<file path="src/rtl/mread_arbiter_pkg.sv">
// Shared definitions for the mread arbiter: data/address word width and the
// in-flight read owner encoding, kept here so trace and debug code can decode it.
package mread_arbiter_pkg;

    // Upper bit index of an address/data word on the mread port.
    localparam int REG_END_WORD = 31;

    // Identity of the requester whose read is in flight.
    typedef enum logic [1:0] {
        OWN_NONE = 2'd0,
        OWN_IFU  = 2'd1,
        OWN_LSU  = 2'd2
    } owner_t;

endpackage

</file>
<file path="src/rtl/mread_arbiter.sv">
// mread_arbiter: shares the single-port, one-cycle-latency mread block between
// the instruction fetch unit (IFU) and the load/store unit (LSU).
// LSU has priority; a streak limiter forces an IFU grant after STARVE_LIMIT
// consecutive contested LSU grants.
// Optional grant statistics are enabled by defining MREAD_ARB_STATS_EN.
//
// Owner state (one read in flight at most, one read per cycle):
//   state    | meaning
//   OWN_NONE | no read issued last cycle, mem_rdata is ignored
//   OWN_IFU  | last cycle's read belongs to IFU, mem_rdata goes to IFU
//   OWN_LSU  | last cycle's read belongs to LSU, mem_rdata goes to LSU
module mread_arbiter
    import mread_arbiter_pkg::*;
#(
    parameter int STARVE_LIMIT = 4,
    parameter int STAT_W       = 32
) (
    input  logic                  clock,
    input  logic                  reset,

    input  logic                  ifu_req_valid,
    input  logic [REG_END_WORD:0] ifu_req_addr,
    output logic                  ifu_req_ready,
    output logic                  ifu_resp_valid,
    output logic [REG_END_WORD:0] ifu_resp_data,

    input  logic                  lsu_req_valid,
    input  logic [REG_END_WORD:0] lsu_req_addr,
    output logic                  lsu_req_ready,
    output logic                  lsu_resp_valid,
    output logic [REG_END_WORD:0] lsu_resp_data,

`ifdef MREAD_ARB_STATS_EN
    output logic [STAT_W-1:0]     stat_ifu_grants,
    output logic [STAT_W-1:0]     stat_lsu_grants,
    output logic [STAT_W-1:0]     stat_starve_events,
`endif

    output logic [REG_END_WORD:0] mem_addr,
    input  logic [REG_END_WORD:0] mem_rdata
);

    localparam int SW = $clog2(STARVE_LIMIT + 1);
    localparam logic [SW-1:0] LIMIT = SW'(STARVE_LIMIT);

    // Reject parameter values that would make the limiter meaningless.
    if (STARVE_LIMIT < 1 || STAT_W < 1) begin : g_bad_param
        $error("mread_arbiter: STARVE_LIMIT and STAT_W must be at least 1");
    end

    owner_t                owner;
    owner_t                owner_next;
    logic [SW-1:0]         streak;
    logic [SW-1:0]         streak_next;
    logic [REG_END_WORD:0] last_addr;

    logic both_valid;
    logic force_ifu;
    logic grant_ifu;
    logic grant_lsu;

    // Grant decision: LSU wins contention unless its streak has hit the limit.
    // Reset suppresses all grants so nothing is issued while reset is high.
    always_comb begin
        both_valid = ifu_req_valid && lsu_req_valid;
        force_ifu  = both_valid && (streak == LIMIT);
        grant_ifu  = 1'b0;
        grant_lsu  = 1'b0;
        if (!reset) begin
            grant_lsu = lsu_req_valid && !force_ifu;
            grant_ifu = ifu_req_valid && (!lsu_req_valid || force_ifu);
        end
    end

    assign ifu_req_ready = grant_ifu;
    assign lsu_req_ready = grant_lsu;

    // Address mux; with no grant, re-issue the last address as a harmless re-read.
    always_comb begin
        mem_addr = last_addr;
        if (grant_ifu) begin
            mem_addr = ifu_req_addr;
        end else if (grant_lsu) begin
            mem_addr = lsu_req_addr;
        end
    end

    // Owner next-state: follows this cycle's grant, NONE when nothing is granted.
    always_comb begin
        owner_next = OWN_NONE;
        if (grant_ifu) begin
            owner_next = OWN_IFU;
        end else if (grant_lsu) begin
            owner_next = OWN_LSU;
        end
    end

    // Streak next value: counts LSU grants taken while IFU is waiting, saturating.
    always_comb begin
        streak_next = streak;
        if (!ifu_req_valid || grant_ifu) begin
            streak_next = '0;
        end else if (grant_lsu && (streak != LIMIT)) begin
            streak_next = streak + SW'(1);
        end
    end

    // Owner state register.
    always_ff @(posedge clock) begin
        if (reset) begin
            owner <= OWN_NONE;
        end else begin
            owner <= owner_next;
        end
    end

    // Streak counter and last-issued address register.
    always_ff @(posedge clock) begin
        if (reset) begin
            streak    <= '0;
            last_addr <= '0;
        end else begin
            streak    <= streak_next;
            last_addr <= mem_addr;
        end
    end

    // Response routing: data is shared, valid follows the owner of last cycle's read.
    // A read granted just before reset is dropped by gating with reset.
    always_comb begin
        ifu_resp_data  = mem_rdata;
        lsu_resp_data  = mem_rdata;
        ifu_resp_valid = !reset && (owner == OWN_IFU);
        lsu_resp_valid = !reset && (owner == OWN_LSU);
    end

`ifdef MREAD_ARB_STATS_EN
    // Grant statistics; free-running, wrap on overflow.
    always_ff @(posedge clock) begin
        if (reset) begin
            stat_ifu_grants    <= '0;
            stat_lsu_grants    <= '0;
            stat_starve_events <= '0;
        end else begin
            if (grant_ifu) begin
                stat_ifu_grants <= stat_ifu_grants + STAT_W'(1);
            end
            if (grant_lsu) begin
                stat_lsu_grants <= stat_lsu_grants + STAT_W'(1);
            end
            if (grant_ifu && force_ifu) begin
                stat_starve_events <= stat_starve_events + STAT_W'(1);
            end
        end
    end
`endif

endmodule

</file>
<file path="config.mk">
export PLATFORM = sky130hd
export DESIGN_NAME = mread_arbiter
export DESIGN_NICKNAME = d
export VERILOG_FILES = /design/src/rtl/mread_arbiter_pkg.sv /design/src/rtl/mread_arbiter.sv
export SDC_FILE = /design/constraint.sdc
export NUM_CORES = 1
export LEC_CHECK = 0
export CORE_ASPECT_RATIO = 0.6
export CORE_MARGIN = 3
export CORE_UTILIZATION = 34
export CTS_CLUSTER_DIAMETER = 150
export DETAILED_ROUTE_END_ITERATION = 10
export HOLD_SLACK_MARGIN = 0.05
export PLACE_DENSITY = 0.89
export SYNTH_ARGS = -nofsm -noshare
export SYNTH_HDL_FRONTEND = slang
export SYNTH_SLANG_ARGS = --single-unit
</file>
<file path="constraint.sdc">
create_clock -name clock -period 2.7 [get_ports clock]
set_input_delay 0.54 -clock clock [delete_from_list [all_inputs] [get_ports clock]]
set_output_delay 0.54 -clock clock [all_outputs]
set_load 0.02 [all_outputs]
</file>
### After elaboration in Yosys (flattened, before gate mapping)

Cells that the tools add are included.

| storage, ports and cells | value |
|---|---|
| output and inout port bits | 100 |
| word-level logic and storage cells | 30 |
| register bits after elaboration | 37 |
| input bits | 100 |

| operators by class | value |
|---|---|
| muxes and demuxes | 6 |
| equality and inequality tests | 4 |
| $add $sub $neg | 1 |
| reduce and logical (&&, ||, !) cells | 15 |

Operators with widths:

| kind | count |
|---|---|
| $mux 32 | 2 |
| $logic_and 1x1->1 | 7 |
| $logic_not 1->1 | 4 |
| $reduce_or 2->1 | 2 |
| $add 3x1->3 const B | 1 |
| $eq 3x3->1 const B | 1 |
| $mux 1 | 3 |
| $ne 3x3->1 const B | 1 |
| $eq 2x1->1 const B | 1 |
| $eq 2x2->1 const B | 1 |
| $logic_or 1x1->1 | 2 |
| $mux 2 | 1 |

### Depth between registers and ports, before layout

| depth | value |
|---|---|
| depth after elaboration | 7 |
| mapped depth | 7 |
| mapped depth without buffers | 5 |

### Worst setup path before layout

No wires, ideal clock.

| timing path | value |
|---|---|
| path kind | reg-to-output |
| from | register streak[0] |
| to | output port mem_addr[10] |
| path buffers | 2 |
| stages on the path, launching flop included | 8 |
| data arrival time | 1,831 ps |
| path slack | 329 ps |
| data required time | 2,160 ps |
| path through | dfxtp_1 -> inv_1 -> ha_1 -> and3_4 -> buf_6 -> buf_2 -> or3b_1 -> a31oi_1 |

| between the ends | value |
|---|---|
| word-level cells in the longest chain between the ends | 7 |
| elaborated cells on any way between the ends | 10 |
| classes of those cells | eq/ne (1); mux (4); reduce/logical (5) |

Ends and longest elaborated chain:

| element | line | source |
|---|---|---|
| start, declared | mread_arbiter.sv:53 | `logic [SW-1:0] streak;` |
| start signal, assigned | mread_arbiter.sv:123 | `streak <= streak_next;` |
| $eq 3x3->1 * | mread_arbiter.sv:66 | `force_ifu = both_valid && (streak == LIMIT);` |
| $logic_and 1x1->1 * | mread_arbiter.sv:66 |  |
| $logic_not 1->1 | mread_arbiter.sv:70 | `grant_lsu = lsu_req_valid && !force_ifu;` |
| $logic_and 1x1->1 | mread_arbiter.sv:70 |  |
| $mux 1 | mread_arbiter.sv:69 | `if (!reset) begin` |
| $mux 32 | mread_arbiter.sv:83 | `end else if (grant_lsu) begin` |
| $mux 32 * | mread_arbiter.sv:81 | `if (grant_ifu) begin` |
| end, declared | mread_arbiter.sv:39 | `output logic [REG_END_WORD:0] mem_addr,` |

Every way passes the cells marked *; elsewhere a longest branch is shown, timed or not.

### Worst setup path after layout

| timing path | value |
|---|---|
| from | register streak[1] |
| to | output port mem_addr[3] |

The elaborated chain is that of the path after synthesis.

==> summary.txt <==
Final Max Slew Viols -> 0
Largest cells by area after synthesis -> dfxtp_1, buf_4, a311oi_1, or3b_1, a31oi_1
GRT overflow -> 0
Num Clock Sinks -> 37
CTS tree -> yes
Synth cell count leaders -> buf_4, dfxtp_1
Synth Register Bits -> 37
H-tree levels -> 2
Port-buffer cells -> 103
Die Ht -> 74.2 µm
# nets final -> 485
CP Max Fanout -> 22
Fmax -> 0.386 GHz
Die width -> 120 µm
Count leader, synth -> buf_4
CP Buf/Inv Count -> 4
Post-synth EDFFs -> 0
Final Hold Fails -> 0
CP arrival -> 2.05 ns
Setup TNS Final -> 0 ns
CP startpoint -> streak[1]
Dpl hpwl -> 5.65 mm
Initial DRT Pass Iterations -> 4
Largest net degree at the start of global routing -> 40
DR iter-0 viols -> 231
Period minus WS final -> 2.59 ns
Drt drc -> 0
CP cell instances -> inv_1 -> ha_1 -> buf_4 -> a21boi_4 -> or2_2 -> buf_6 -> a31oi_1 -> buf_4
Routability Congestion -> 0.757
Mapped Nets -> 415
Run status -> completed
Setup violators final -> 0
Clock root buffer -> clkbuf_16
Synth area leader -> dfxtp_1
Slowest cell on crit path -> or2_2
Post-CTS Setup Inserts -> 0
Synth Flop Type -> dfxtp_1
Filler Cell Count -> 716
Total GRT Usage -> 19.2%
DP Area -> 0.00356 mm²
Worst-Margin Slew -> 0.400 ns
Number of buffers created by CTS -> 5
Initial antenna violation count -> 0
Clk_lat worst skew -> 0.28 ns
CTS clock-pin slew for the worst setup and hold paths -> 0.05 ns
Area of the multi-input gates -> 0.00128 mm²
Routed Antenna Nets -> 0
PD cells -> 450 mW/mm²
Synth Cell Area -> 0.00264 mm²
Die ar. -> 0.00889 mm²
Vias in the first global route -> 2745
Vias/cell -> 5.53
Synth top area share -> 28.1%
Most used cell, CP -> buf_4
Max-capacitance violation count -> 0
First-pass GRT wire length -> 13.5 mm
Leak pwr -> 1.46 nW
Hold Crit Class -> register to register
Netlist cell types -> 21
Critical Setup Path Class -> register to output pin
Finished Cell Area -> 0.00362 mm²
Starting Density -> 35.7%
Crit-path leading delay family -> buffers and inverters
Ports -> 200
Synthesis-to-finish area growth -> 37.0%
Post-synth ARST share -> 0%
Storage cell area -> 741 µm²
Post-Synthesis Cells -> 313
Crit-path max cell delay -> 0.33 ns
RR Startpoint -> streak[0]
Worst Clk Skew -> 0.00224 ns
Num rows -> 24
Via Count -> 2694
Share of post-route cells with drive strength above 1 -> 26.6%
Yosys Warn Count -> 0
Core outline area -> 0.00739 mm²
Critical path startpoint category -> register
Fin crit share -> 96.1%
Routed wire per std cell -> 17.5 µm
Clock Tree Buf Depth -> 2
Worst VDD drop -> 0.000212 V
CP Capture Type -> output pin
CP required -> 2.16 ns
Slew headroom -> 73.3%
# diodes -> 0
RSZ-0062 raised after global routing -> no
Average cell area after synthesis -> 8.43 µm²
Hold Buf Count CTS -> 0
Hold Crit Start -> streak[0]
Routed wire length -> 8.54 mm
Sequential share of the synthesized area -> 28.1%
area by class of cell:
| cell class | count | share of cell area [%] |
|---|---|---|
| inverters | 4 | 0.415 |
| clock buffers | 7 | 3.94 |
| multi-input cells | 179 | 35.4 |
| flip-flops and latches | 37 | 20.5 |
| repair buffers | 156 | 36.2 |
| well taps | 104 | 3.60 |
state kept, by name (all words and copies together) (netlist names):
| signal | cells |
|---|---|
| owner | 2 |
| streak | 3 |
| last_addr | 32 |
path summary, 6_finish.rpt:
check | endpoint | slack, ns | depth (start not counted)
max | mem_addr[3] | 0.11 | 8
min | streak[0] | 0.51 | 2
max reg2reg | last_addr[18] | 0.81 | 8
min reg2reg | streak[0] | 0.51 | 2
worst min-delay path: stages (launching register included):
cell and delay, ns:
dfxtp_1 0.32, buf_4 0.11, nor3b_1 0.04
cells by family after synthesis:
logic type / after synthesis / share of synthesized area (%)
simple gates: 76 / 20.1
fa+ha+maj: 2 / 0.948
compound gates: 97 / 24.7
buf+inv: 100 / 25.8
flops: 37 / 28.1
mux: 1 / 0.379
layout by cell type (no fill, tap or decap), types with 5 or more instances in the layout:
cell type	netlist	final
o21ai_0	32	32
or3b_1	32	31
nor3_1	32	32
buf_2	5	27
a311oi_1	32	32
clkdlybuf4s50_1	0	64
dfxtp_1	37	37
buf_4	64	55
a31oi_1	32	29
dlygate4sd2_1	0	5
clkbuf_16	0	5
power by group:
part           total (mW)  switching (mW)  internal [mW]  leakage, nW
Sequential          0.591         0.00878          0.582        0.305
Clock               0.584           0.222          0.363       0.0700
Combinational       0.452           0.226          0.226         1.08
Total                1.63           0.457           1.17         1.46
layer usage:
layer  GRT usage, %  part of all wire [%]  wire length [µm]
met4           6.35                  0.94                80
met3           7.14                   7.6               651
met1           23.5                    45              3810
met5              0                     0                 0
met2           31.8                    47              4000
per-stage QoR:
step / instances / power, mW / setup WS, ns / hold slack (ns) / utilization, %
floorplan: 313 / 0.960 / 0.329 / 0.426 / -
global placement: 477 / 1.08 / -0.504 / 0.501 / 48.2
detailed placement: 477 / 1.10 / -0.613 / 0.508 / 48.2
CTS: 487 / 1.64 / 0.00648 / 0.516 / 48.6
global route: 487 / 1.70 / 0.000647 / 0.543 / 48.9
finish: 487 / 1.63 / 0.106 / 0.511 / 48.9
what timing repair did:
| item | in CTS | in global routing |
|---|---|---|
| pin swaps | 3 | 1 |
| setup endpoints to repair | 36 | 33 |
| hold endpoints to repair | 0 | 0 |
| gates resized for setup | 172 | 8 |
| cloned | 3 | 0 |
Power figures use the tool's default switching activity.
